$ cat src/rtl/pwm_pkg.sv
// Shared constants and parameter legality checks for the multi-channel PWM block.
package pwm_pkg;

  localparam logic MODE_LEFT   = 1'b0;
  localparam logic MODE_CENTER = 1'b1;

  function automatic bit params_ok(int num_ch, int period, int duty_w, int init_duty,
                                   int step, int debounce_w);
    return (num_ch >= 1) && (num_ch <= 8) &&
           (period >= 2) && (period <= 255) &&
           (duty_w >= 2) && (duty_w <= 16) && ((1 << duty_w) > period) &&
           (init_duty >= 0) && (init_duty <= period) &&
           (step >= 1) && (step <= period) &&
           (debounce_w >= 1) && (debounce_w <= 31);
  endfunction

endpackage

$ cat src/rtl/pwm_btn_cond.sv
// One button: 2-flop synchronizer, sampled on the shared debounce tick, rising-edge press pulse.
module pwm_btn_cond (
  input  logic clk,
  input  logic rst,
  input  logic btn,
  input  logic tick,
  output logic press
);

  logic sync1, sync2, sample;

  always_ff @(posedge clk or posedge rst) begin
    if (rst) begin
      sync1  <= 1'b0;
      sync2  <= 1'b0;
      sample <= 1'b0;
      press  <= 1'b0;
    end else begin
      sync1 <= btn;
      sync2 <= sync1;
      press <= 1'b0;
      if (tick) begin
        sample <= sync2;
        press  <= sync2 & ~sample;
      end
    end
  end

endmodule

$ cat src/rtl/pwm_multi.sv
// Multi-channel PWM with per-channel debounced inc/dec buttons and left/center alignment.
// Shadow duty and mode are transferred to the active set only at the period wrap.
module pwm_multi
  import pwm_pkg::*;
#(
  parameter int NUM_CH     = 2,
  parameter int PERIOD     = 10,
  parameter int DUTY_W     = 4,
  parameter int INIT_DUTY  = 5,
  parameter int STEP       = 1,
  parameter int DEBOUNCE_W = 12
) (
  input  logic              i_clk,
  input  logic              i_rst,
  input  logic [NUM_CH-1:0] i_inc,
  input  logic [NUM_CH-1:0] i_dec,
  input  logic              i_center,
  output logic [NUM_CH-1:0] o_pwm,
  output logic              o_period_start
);

  if (!params_ok(NUM_CH, PERIOD, DUTY_W, INIT_DUTY, STEP, DEBOUNCE_W)) begin : g_param_check
    $error("pwm_multi: illegal parameter combination");
  end

  localparam logic [DUTY_W:0]   PERIOD_X = (DUTY_W+1)'(PERIOD);
  localparam logic [DUTY_W:0]   STEP_X   = (DUTY_W+1)'(STEP);
  localparam logic [DUTY_W-1:0] LAST_CNT = DUTY_W'(PERIOD - 1);
  localparam logic [DUTY_W-1:0] INIT_D   = DUTY_W'(INIT_DUTY);

  function automatic logic [DUTY_W-1:0] step_duty(logic [DUTY_W-1:0] d, logic inc, logic dec);
    logic [DUTY_W:0] up, dn;
    up = {1'b0, d} + STEP_X;
    dn = {1'b0, d} - STEP_X;
    if (inc && !dec) return (up > PERIOD_X) ? PERIOD_X[DUTY_W-1:0] : up[DUTY_W-1:0];
    if (dec && !inc) return ({1'b0, d} >= STEP_X) ? dn[DUTY_W-1:0] : '0;
    return d;
  endfunction

  function automatic logic [DUTY_W-1:0] center_off(logic [DUTY_W-1:0] d);
    logic [DUTY_W:0] diff;
    diff = PERIOD_X - {1'b0, d};
    return diff[DUTY_W:1];
  endfunction

  logic [DEBOUNCE_W-1:0] tick_cnt;
  logic                  tick;
  logic [NUM_CH-1:0]     inc_press, dec_press;
  logic [DUTY_W-1:0]     cnt;
  logic                  wrap;
  logic [DUTY_W-1:0]     shadow      [NUM_CH];
  logic [DUTY_W-1:0]     shadow_next [NUM_CH];
  logic [DUTY_W-1:0]     active_duty [NUM_CH];
  logic [DUTY_W-1:0]     active_off  [NUM_CH];
  logic                  active_mode;
  logic [NUM_CH-1:0]     pwm_next;

  assign tick = &tick_cnt;
  assign wrap = (cnt == LAST_CNT);

  for (genvar c = 0; c < NUM_CH; c++) begin : g_btn
    pwm_btn_cond u_inc (.clk(i_clk), .rst(i_rst), .btn(i_inc[c]), .tick(tick), .press(inc_press[c]));
    pwm_btn_cond u_dec (.clk(i_clk), .rst(i_rst), .btn(i_dec[c]), .tick(tick), .press(dec_press[c]));
  end

  always_comb begin
    for (int c = 0; c < NUM_CH; c++) begin
      shadow_next[c] = step_duty(shadow[c], inc_press[c], dec_press[c]);
    end
  end

  // Compare is against the counter value of this cycle; the register adds the one-clock lag.
  always_comb begin
    pwm_next = '0;
    for (int c = 0; c < NUM_CH; c++) begin
      if (active_mode == MODE_CENTER)
        pwm_next[c] = (cnt >= active_off[c]) &&
                      ({1'b0, cnt} < ({1'b0, active_off[c]} + {1'b0, active_duty[c]}));
      else
        pwm_next[c] = (cnt < active_duty[c]);
    end
  end

  always_ff @(posedge i_clk or posedge i_rst) begin
    if (i_rst) begin
      tick_cnt       <= '0;
      cnt            <= '0;
      active_mode    <= MODE_LEFT;
      o_pwm          <= '0;
      o_period_start <= 1'b0;
      for (int c = 0; c < NUM_CH; c++) begin
        shadow[c]      <= INIT_D;
        active_duty[c] <= INIT_D;
        active_off[c]  <= center_off(INIT_D);
      end
    end else begin
      tick_cnt       <= tick_cnt + 1'b1;
      cnt            <= wrap ? '0 : cnt + 1'b1;
      o_pwm          <= pwm_next;
      o_period_start <= (cnt == '0);
      for (int c = 0; c < NUM_CH; c++) begin
        shadow[c] <= shadow_next[c];
      end
      // Latch the post-press shadow so a press in the last cycle still lands next period.
      if (wrap) begin
        active_mode <= i_center;
        for (int c = 0; c < NUM_CH; c++) begin
          active_duty[c] <= shadow_next[c];
          active_off[c]  <= center_off(shadow_next[c]);
        end
      end
    end
  end

endmodule

$ cat config.mk
export PLATFORM = sky130hd
export DESIGN_NAME = pwm_multi
export DESIGN_NICKNAME = d
export VERILOG_FILES = /design/src/rtl/pwm_pkg.sv /design/src/rtl/pwm_btn_cond.sv /design/src/rtl/pwm_multi.sv
export SDC_FILE = /design/constraint.sdc
export NUM_CORES = 1
export LEC_CHECK = 0
export CORE_MARGIN = 10
export CORE_UTILIZATION = 45
export CTS_BUF_LIST = sky130_fd_sc_hd__clkbuf_16
export DETAILED_ROUTE_END_ITERATION = 12
export HOLD_SLACK_MARGIN = 0.08
export MAX_ROUTING_LAYER = met4
export SYNTH_ARGS = -nofsm -noshare
export SYNTH_HDL_FRONTEND = slang
export SYNTH_HIERARCHICAL = 1
export SYNTH_SLANG_ARGS = --single-unit
$ cat constraint.sdc
create_clock -name i_clk -period 2.53 [get_ports i_clk]
set_input_delay 0.506 -clock i_clk [delete_from_list [all_inputs] [get_ports i_clk]]
set_output_delay 0.506 -clock i_clk [all_outputs]
set_load 0.01 [all_outputs]
Word-level counts from Yosys, hierarchy flattened. Cells that the tools add are included. W data, S select, Z words.

Register bits after elaboration: 60. Bits of input ports: 7. Output and inout port bits: 3. Logic and storage cells: 93.

$add $sub $neg: 10. Order comparisons: 10. Eq/ne operators: 1. Multiplexer cells: 25. Bitwise operators: 8. Reduce and logical (&&, ||, !) cells: 12.

Operators by type and width (count): $mux W4 (13); $add A12 B1 Y12 const B (1); $mux W1 (12); $reduce_and A12 Y1 (1); $add A4 B1 Y5 const B (2); $add A4 B4 Y5 (2); $gt A5 B4 Y1 const B (2); $lt A4 B5 Y1 (2); $sub A4 B4 Y5 const A (2); $ge A4 B1 Y1 const B (2); $ge A4 B4 Y1 (2); $lt A4 B4 Y1 (2); $sub A4 B1 Y4 const B (2); $logic_and A1 B1 Y1 (6); $add A4 B1 Y4 const B (1); $and A1 B1 Y1 (4); $eq A4 B4 Y1 const B (1); $logic_not A1 Y1 (4); $logic_not A4 Y1 (1); $not A1 Y1 (4).

Depth between registers and ports, before layout. Gate-level depths: netlist of the first run.

Depth after elaboration: 8. Gate-level depth with buffers: 9. Depth with buffers taken out: 9.

Cells and area by module. The synthesis of the first run kept the hierarchy.

By module, submodules not included: pwm_multi (times used 1, cells each 303, area each 3081.7 sq um, sequential area each 1113.6 sq um); pwm_btn_cond (times used 4, cells each 7, area each 128.9 sq um, sequential area each 100.1 sq um).

Least setup slack after synthesis of the first run. OpenSTA, ideal clock, no wires.

Kind: reg-to-reg. Start point: register active_duty[4] (netlist bit). End point: register o_pwm[0]. Setup time: 0.077 ns. Arrival: 1.992 ns. Data required time: 2.453 ns. Setup slack: 0.461 ns. Cell stages (with the launch flop): 10. Buffers on the path: 0. Period minus slack after synthesis: 2.069 ns. Cells stage by stage: dfstp_2 > ha_1 > fa_1 > inv_1 > ha_1 > a21o_1 > a21o_1 > a21oi_1 > o32ai_1 > a21oi_1.

Cells in the longest elaborated chain, start to end: 4. Elaborated cells on any way between the ends: 5. Those cells by class: add/sub: 1; order compare: 2; mux: 1; reduce/logical: 1.

RTL lines: from (decl) (line pwm_multi.sv:53) `logic [DUTY_W-1:0] active_duty [NUM_CH];`; from (signal, indexed assignment) (line pwm_multi.sv:108) `active_duty[c] <= shadow_next[c];`; $add A4 B4 Y5 (line pwm_multi.sv:78) `({1'b0, cnt} < ({1'b0, active_off[c]} + {1'b0, active_duty[c]}));`; $lt A4 B5 Y1 (line pwm_multi.sv:78); $logic_and A1 B1 Y1 (line pwm_multi.sv:77) `pwm_next[c] = (cnt >= active_off[c]) &&`; $mux W1 * (line pwm_multi.sv:76) `if (active_mode == MODE_CENTER)`; net pwm_next[0] (line pwm_multi.sv:56) `logic [NUM_CH-1:0] pwm_next;`; to (signal assigned) (line pwm_multi.sv:99) `o_pwm <= pwm_next;`; to (decl) (line pwm_multi.sv:18) `output logic [NUM_CH-1:0] o_pwm,`.

Mark *: on every way through the listed nets, which the timed path passes. The rest lies on a longest branch. A chain may end at the register's enable or synchronous reset.

==> results.cfg, run 1 <==
[setup_path]
cp-start-kind = register
r2r_slack_ns = 0.24
critPathCapture = active_off[7]
startpoint = shadow[4]
end_kind = register
r2r_cells = 8
crit_path_max_fanout = 12
crit_type = reg2reg
worstPathRequired_ns = 2.78
crit_slowest_cell = dfstp_2
arrival_ns = 2.54
reg2reg_to = active_off[7]
path_cells = inv_1, ha_1, nor3b_1, a221oi_2, a211oi_2, ha_1, o21ai_1, o21ai_1
cpPeakStageDelay_ns = 0.64
r2r-start = shadow[4]

[cells_and_area]
syn_to_final_growth_pct = 13.1
drive_gt1_share_pct = 18.2
n_fill_cell = 681
finalNetCount = 392
antenna_cells = 0

[timing]
rsz0062_at_grt = false
tightest_slew_ns = 0.539
finalWorstSetupSlack_ns = 0.242
fin_crit_sh_pct = 90.4
max_clock_freq_ghz = 0.437
setup_viol = 0
skew_ns = 0.00556
hold_violations = 0
report.final.slew_viol_count = 0
min_period_ns = 2.29
tns_ns = 0
max_slew_margin_pct = 64.1

[synth]
synthFlopType = dfrtp_1
ys_types = 65
synth_common_cells = dfrtp_1, ha_1, inv_1, nand2_1, nand2b_1
yosysWarnings = 6
netlist_area_um2 = 3600
netlist.area_leader.share_pct = 34.8
synthArstFlopShare_pct = 100
synth-seq-cells = 60
synth_edf_count = 0
postSynthCellCount = 331
synth_nets = 377
yosysMostFrequentCell = dfrtp_1
yosys.area.top_type = dfrtp_1
yosys-top-cells-area = dfrtp_1, ha_1, dfstp_2
synth_seq_area_share_pct = 42.1
avgSynthCellArea_um2 = 10.9

[floorplanning]
rows = 32
die_w_um = 109
start_util_pct = 46.3
dieArea_um2 = 12000
core-area_um2 = 7770
die_h_um = 109
ios = 10

[run_status]
status = finished clean

[clocking]
numClockSinks = 60
cts_setup_buffers = 0
cts_made_buffers = 9
cts_root_buffer = clkbuf_16
hold_buffers = 0
path_clk_slew_ns = 0.06
cts_tree = yes
clk_path_buf_depth = 2
htreeDepth = 3
cts.repair.resized = 0
worstSkewPairLatency_ns = 0.32

[routing]
post_drt_wl_per_cell_um = 13.4
drc = 0
first_pass_iters = 4
ant_nets = 0
num_vias = 2332
vias_per_cell = 5.15
routed_wl_um = 6070
drt_iter0_drc = 112

[global_route]
grt_max_degree = 45
grt_usage_pct = 11.4
grt_pass1_wl_um = 10800
overflow = 0
antenna_found_initial = 0
grt_pass1_vias = 2304

[power]
ir_drop_mv = 0.449
p_leak_nw = 1.87
finalPower_mw = 2.12
power_density_nw_per_um2 = 520

[hold_path]
min_path_cells = 0
min_path_type = reg2reg

[run]
drv_cap = 0

[place]
place_ws_ns = 0.256
numPortBuffers = 9
place.gp.congestion = 0.797
place_hpwl_um = 4430
-- cell families (layout without fill, tap and decap cells) --
family          Yosys count  count (layout)  synth area share [%]
fa+ha+maj                39              39                  14.0
buf+inv                  42              62                  5.01
simple gates             93              93                  16.1
xor+xnor                 20              20                  4.87
compound gates           62              62                  12.8
mux                      15              15                  5.15
flops                    60              60                  42.1
-- placed cells by master (no fill, tap or decap), drive strengths merged, types with 3 or more instances in the layout --
cell / Yosys / layout
xnor2: 14 / 14
nand3: 10 / 10
or4b: 3 / 3
clkinv: 0 / 4
nor2b: 7 / 7
dfrtp: 50 / 50
o21ai: 13 / 13
nor3: 3 / 3
and3: 5 / 5
and3b: 7 / 7
buf: 6 / 5
mux2: 13 / 13
ha: 37 / 37
nand2: 19 / 19
a21o: 12 / 12
inv: 32 / 33
nor2: 8 / 8
clkbuf: 4 / 9
a21oi: 16 / 16
dfstp: 10 / 10
nand2b: 15 / 15
clkdlybuf4s50: 0 / 9
nor4b: 3 / 3
xor2: 6 / 6
-- report_power, final --
part           leakage, nW  internal, mW  switching [mW]
Combinational         1.00        0.0139          0.0219
Sequential           0.734         0.970         0.00350
Clock                0.132         0.666           0.441
Total                 1.87          1.65           0.466
-- layout make-up --
cell class              count  area (µm²)  area share, %
well taps                 102         128           3.14
repair buffers             14         128           3.14
clock inverters             7        51.3           1.26
clock buffers               9         225           5.54
inverters                  32         120           2.95
multi-input cells         229        1900           46.8
flip-flops and latches     60        1510           37.2
-- worst min path at each step --
stage	from	to	slack, ns
detailed placement	g_btn[1].u_inc/sync1	g_btn[1].u_inc/sync2	0.34
floorplan	i_rst	g_btn[0].u_dec/press	0.27
finish	g_btn[1].u_inc/sync1	g_btn[1].u_inc/sync2	0.35
CTS	g_btn[0].u_dec/sync1	g_btn[0].u_dec/sync2	0.35
global placement	g_btn[0].u_dec/sync1	g_btn[0].u_dec/sync2	0.33
global route	g_btn[0].u_dec/sync1	g_btn[0].u_dec/sync2	0.35
-- routing by layer --
| layer | wire length [µm] | part of all wire [%] | GRT usage [%] | vias to the layer above |
|---|---|---|---|---|
| met5 | 0 | 0 | - | - |
| met1 | 2970 | 49 | 14.7 | 1106 |
| met3 | 200 | 3.3 | 3.16 | 7 |
| met4 | 61 | 1.0 | 3.81 | 0 |
| li1 | - | - | - | 1188 |
| met2 | 2830 | 47 | 17.1 | 31 |
-- through the flow --
stage / util [%] / std cells / hold WS, ns / area, µm²
after detailed placement: 48.8 / 437 / 0.336 / 3790
final: 52.4 / 453 / 0.346 / 4070
after CTS: 52.4 / 453 / 0.346 / 4070
after global placement: 48.8 / 437 / 0.334 / 3790
after global routing: 52.4 / 453 / 0.351 / 4070
after floorplan: - / 331 / 0.272 / 3600
-- worst max-delay path: cells and delay by family (launching register included) --
family,cells,cell delay [ns]
buf+inv,1,0.07
simple gates,1,0.25
flops,1,0.64
fa+ha+maj,2,0.61
compound gates,4,0.64
-- state kept, by name, summed over array words and instances (netlist names), 2 cells and up --
register / cells
active_duty: 8
active_off: 8
cnt: 4
g_btn.u_dec/press: 2
g_btn.u_dec/sample: 2
g_btn.u_dec/sync1: 2
g_btn.u_dec/sync2: 2
g_btn.u_inc/press: 2
g_btn.u_inc/sample: 2
g_btn.u_inc/sync1: 2
g_btn.u_inc/sync2: 2
o_pwm: 2
shadow: 8
tick_cnt: 12
Power figures use the tool's default switching activity.
==> inputs of run 2 (changes only) <==
Settings changed: CORE_MARGIN 10 to not set, GPL_TIMING_DRIVEN set to 0.
==> run 2 against run 1 <==
Effect of this change: largest cell class unchanged; critical path depth unchanged; via count up 0.81%; critical endpoint is now active_off[4]; fmax down 2.3%.
==> results.cfg, run 2 (synthesis gave the netlist of run 1 again) <==
[clocking]
cts_setup_buffers = 0
worstSkewPairLatency_ns = 0.32
cts_made_buffers = 9
hold_buffers = 0
cts_root_buffer = clkbuf_16
numClockSinks = 60
cts.repair.resized = 0
cts_tree = yes
clk_path_buf_depth = 2
htreeDepth = 3
path_clk_slew_ns = 0.05

[cells_and_area]
final_common_cell = dfrtp_1
utilization_pct = 53.1
largest_reg_flops = 12
syn_to_final_growth_pct = 14.1
antenna_cells = 0
final_cell_mix = dfrtp_1, ha_1, inv_1
largest_register = tick_cnt
n_fill_cell = 653
ff_latch_area_um2 = 1510
multi_input_area_um2 = 1900
drive_gt1_share_pct = 18.8
finalNetCount = 398
final_area_um2 = 4100

[setup_path]
arrival_ns = 2.57
crit_type = reg2reg
worstPathRequired_ns = 2.76
end_kind = register
cp-start-kind = register
crit_path_max_fanout = 10

[power]
ir_drop_mv = 0.405
power_density_nw_per_um2 = 510
p_leak_nw = 1.90
p_seq_share_pct = 46.5
p_clk_share_pct = 51.6
netSwitchingFraction_pct = 21.6
comb_power_share_pct = 1.9
internal_power_mw = 1.64
p_sw_mw = 0.453

[timing]
max_slew_margin_pct = 67.1
fin_crit_sh_pct = 92.5
min_period_ns = 2.34
hold_violations = 0
tns_ns = 0
hold_ws_ns = 0.349
report.final.slew_viol_count = 0
rsz0062_at_grt = false
max_clock_freq_ghz = 0.427
finalWorstSetupSlack_ns = 0.189
setup_viol = 0
tightest_slew_ns = 0.492
skew_ns = 0.00618

[routing]
route.met2.wl_um = 2860
route.met3.wl_um = 158
ant_nets = 0
routed_wl_um = 6100
top_layer_used = met4
num_vias = 2351
drc = 0
wl_met1_um = 3030
first_pass_iters = 4
drt_iter0_drc = 70
vias_per_cell = 5.12
post_drt_wl_per_cell_um = 13.3

[global_route]
overflow = 0
grt_pass1_vias = 2360
grt_usage_pct = 17.0
grt_pass1_wl_um = 10900
antenna_found_initial = 0
grt_max_degree = 44

[hold_path]
min_path_type = reg2reg

[place]
numPortBuffers = 9
place.gp.congestion = 0.786
place_hpwl_um = 4420
placed_cell_area_um2 = 3830
place_ws_ns = 0.200

[floorplanning]
core-area_um2 = 7730
die_w_um = 91.4
rows = 32
ios = 10
die_h_um = 91.4
start_util_pct = 46.6
dieArea_um2 = 8350

[run]
drv_cap = 0

[run_status]
status = finished clean
run 2: changes by cell type in the layout (fill, tap and decap cells not counted), sizes merged:
cell / before / now
clkbuf: 9 / 13
buf: 5 / 7
clkinv: 4 / 5
inv: 33 / 32
run 2: path summary, 6_finish.rpt:
check                                          start                   end  slack (ns)  cells after the start
worst min-delay path            g_btn[0].u_dec/sync1  g_btn[0].u_dec/sync2        0.35                      0
worst max register to register             shadow[4]         active_off[4]        0.19                      8
min in group asynchronous                      i_rst             shadow[3]        0.47                      2
worst max-delay path                       shadow[4]         active_off[4]        0.19                      8
worst min register to register  g_btn[0].u_dec/sync1  g_btn[0].u_dec/sync2        0.35                      0
max in group asynchronous                      i_rst        active_duty[4]        1.59                      3
run 2: area by class of cell:
class,instances,share of cell area [%]
clock inverter,7,1.07
tap,102,3.11
multi-input combinational,229,46.4
timing repair buffer,10,2.68
sequential,60,36.9
buffer,10,1.46
clock buffer,9,5.49
inverter,32,2.93
run 2: layer usage:
layer	GRT usage, %	vias to the layer above
met2	26.1	22
met1	22.2	1126
met5	-	-
li1	-	1195
met4	4.76	0
met3	4.36	8
run 2: power groups by stage:
stage / registers [mW] / logic [mW] / clock network (mW)
2_1_floorplan: 0.990 / 0.0167 / 0
3_3_place_gp: 0.990 / 0.0359 / 0
3_5_place_dp: 0.990 / 0.0408 / 0
4_1_cts: 0.974 / 0.0406 / 1.11
5_1_grt: 0.975 / 0.0446 / 1.16
6_report: 0.974 / 0.0390 / 1.08
run 2: metrics by stage:
stage                     std cells  total power, mW
final                           459             2.09
after global routing            459             2.18
after CTS                       459             2.12
after detailed placement        443             1.03
after global placement          442             1.03
after floorplan                 331             1.01
run 2: worst max-delay path: stages (launching register included):
cell and delay, ns:
dfstp_2 0.55, buf_6 0.13, inv_1 0.05, ha_1 0.34
nor3b_1 0.25, a221oi_2 0.10, a211oi_2 0.36, ha_1 0.31
o21ai_0 0.17
==> inputs of run 3 (changes only) <==
Settings changed: CORE_ASPECT_RATIO set to 0.7.
==> run 3 against run 2 <==
Effect of this change: global-route usage grew 1.1 points; routed wire length grew 2.3%; design area grew 1.0%; hold slack lost 0.0064 ns; clock skew is essentially flat; flip-flop and latch count is the same; fmax grew 1.6%; die area is essentially flat; first-iteration DRC count shrank 4.3%; largest power group unchanged; highest routed layer unchanged.
==> results.cfg, run 3 (synthesis gave the netlist of run 1 again) <==
[run_status]
status = finished clean

[setup_path]
end_kind = register
worstPathRequired_ns = 2.76
crit_type = reg2reg
r2r_slack_ns = 0.23
cp-start-kind = register
crit_path_max_fanout = 10
arrival_ns = 2.54

[cells_and_area]
syn_to_final_growth_pct = 15.2
antenna_cells = 0
largest_register = tick_cnt
final_common_cell = dfrtp_1
largest_reg_flops = 12
fin_cells = 455
finalNetCount = 398
drive_gt1_share_pct = 18.2
final_cell_mix = dfrtp_1, ha_1, inv_1

[clocking]
cts.repair.resized = 0
path_clk_slew_ns = 0.05
clk_path_buf_depth = 2
hold_buffers = 0
worstSkewPairLatency_ns = 0.32
cts_tree = yes
numClockSinks = 60
htreeDepth = 3
cts_setup_buffers = 0
cts_made_buffers = 9
cts_root_buffer = clkbuf_16

[floorplanning]
dieArea_um2 = 8360
start_util_pct = 47.9
ios = 10
die_h_um = 76.8
rows = 26
core-area_um2 = 7510
die_w_um = 109

[timing]
setup_viol = 0
tightest_slew_ns = 0.537
max_slew_margin_pct = 64.1
fin_crit_sh_pct = 91.0
max_clock_freq_ghz = 0.434
skew_ns = 0.00624
rsz0062_at_grt = false
report.final.slew_viol_count = 0
min_period_ns = 2.30
hold_violations = 0

[global_route]
overflow = 0
antenna_found_initial = 0
grt_pass1_vias = 2300
grt_usage_pct = 18.0
grt_max_degree = 24
grt_pass1_wl_um = 11200

[routing]
routed_wl_um = 6240
ant_nets = 0
num_vias = 2337
vias_per_cell = 5.14
first_pass_iters = 4
drc = 0
drt_iter0_drc = 67
post_drt_wl_per_cell_um = 13.7

[power]
power_density_nw_per_um2 = 548
p_leak_nw = 1.93
ir_drop_mv = 0.288
finalPower_mw = 2.27

[run]
drv_cap = 0

[place]
numPortBuffers = 9
place.gp.congestion = 0.849
dp.cells = 439
place_hpwl_um = 4650

[hold_path]
min_path_type = reg2reg
-- run 3: cell count changes in the layout (fill, tap and decap cells not counted), sizes merged --
cell	change
inv	+1
clkinvlp	-2
bufinv	+2
clkinv	-1
-- run 3: path summary, 6_finish.rpt --
kind	start	end	depth (start not counted)
max reg2reg	shadow[4]	active_off[4]	8
min	g_btn[0].u_dec/sync1	g_btn[0].u_dec/sync2	0
max in group asynchronous	i_rst	active_duty[4]	3
min reg2reg	g_btn[0].u_dec/sync1	g_btn[0].u_dec/sync2	0
min in group asynchronous	i_rst	g_btn[1].u_inc/sample	2
max	shadow[4]	active_off[4]	8
-- run 3: layout make-up --
type                            count  area, µm²
Tap cell                           98        123
Clock inverter                      7       82.6
Buffer                             10       60.1
Multi-Input combinational cell    229       1900
Inverter                           32        120
Sequential cell                    60       1510
Clock buffer                        9        225
Fill cell                         651       3370
Timing Repair Buffer               10        118
-- run 3: power breakdown --
group	switching, mW	internal [mW]
clock network	0.409	0.848
registers	0.00359	0.971
logic	0.0232	0.0172
-- run 3: per-stage QoR --
stage	worst slack, ns	TNS, ns	hold WS (ns)	utilization (%)	cell area (µm²)
final	0.227	0	0.343	55.2	4150
after global routing	0.0574	0	0.353	55.2	4150
after CTS	0.216	0	0.346	55.2	4150
after detailed placement	0.250	0	0.335	51.1	3840
after global placement	-0.0927	-3.05	0.333	50.7	3810
after floorplan	0.461	0	0.272	-	3600
-- run 3: layer usage --
layer  track usage [%]  share of wire, %  vias to the layer above
li1                  -                 -                     1193
met1              25.6                55                     1106
met2              24.2                41                       27
met3              4.85               2.8                       11
met4              6.89               1.8                        0
met5                 -                 0                        -
-- run 3: worst max-delay path, cell delays in order, from the launching register on --
cell	delay (ns)
dfstp_2	0.55
buf_6	0.13
inv_1	0.04
ha_1	0.33
nor3b_1	0.25
a221oi_2	0.10
a211oi_2	0.33
ha_1	0.30
o21ai_0	0.18
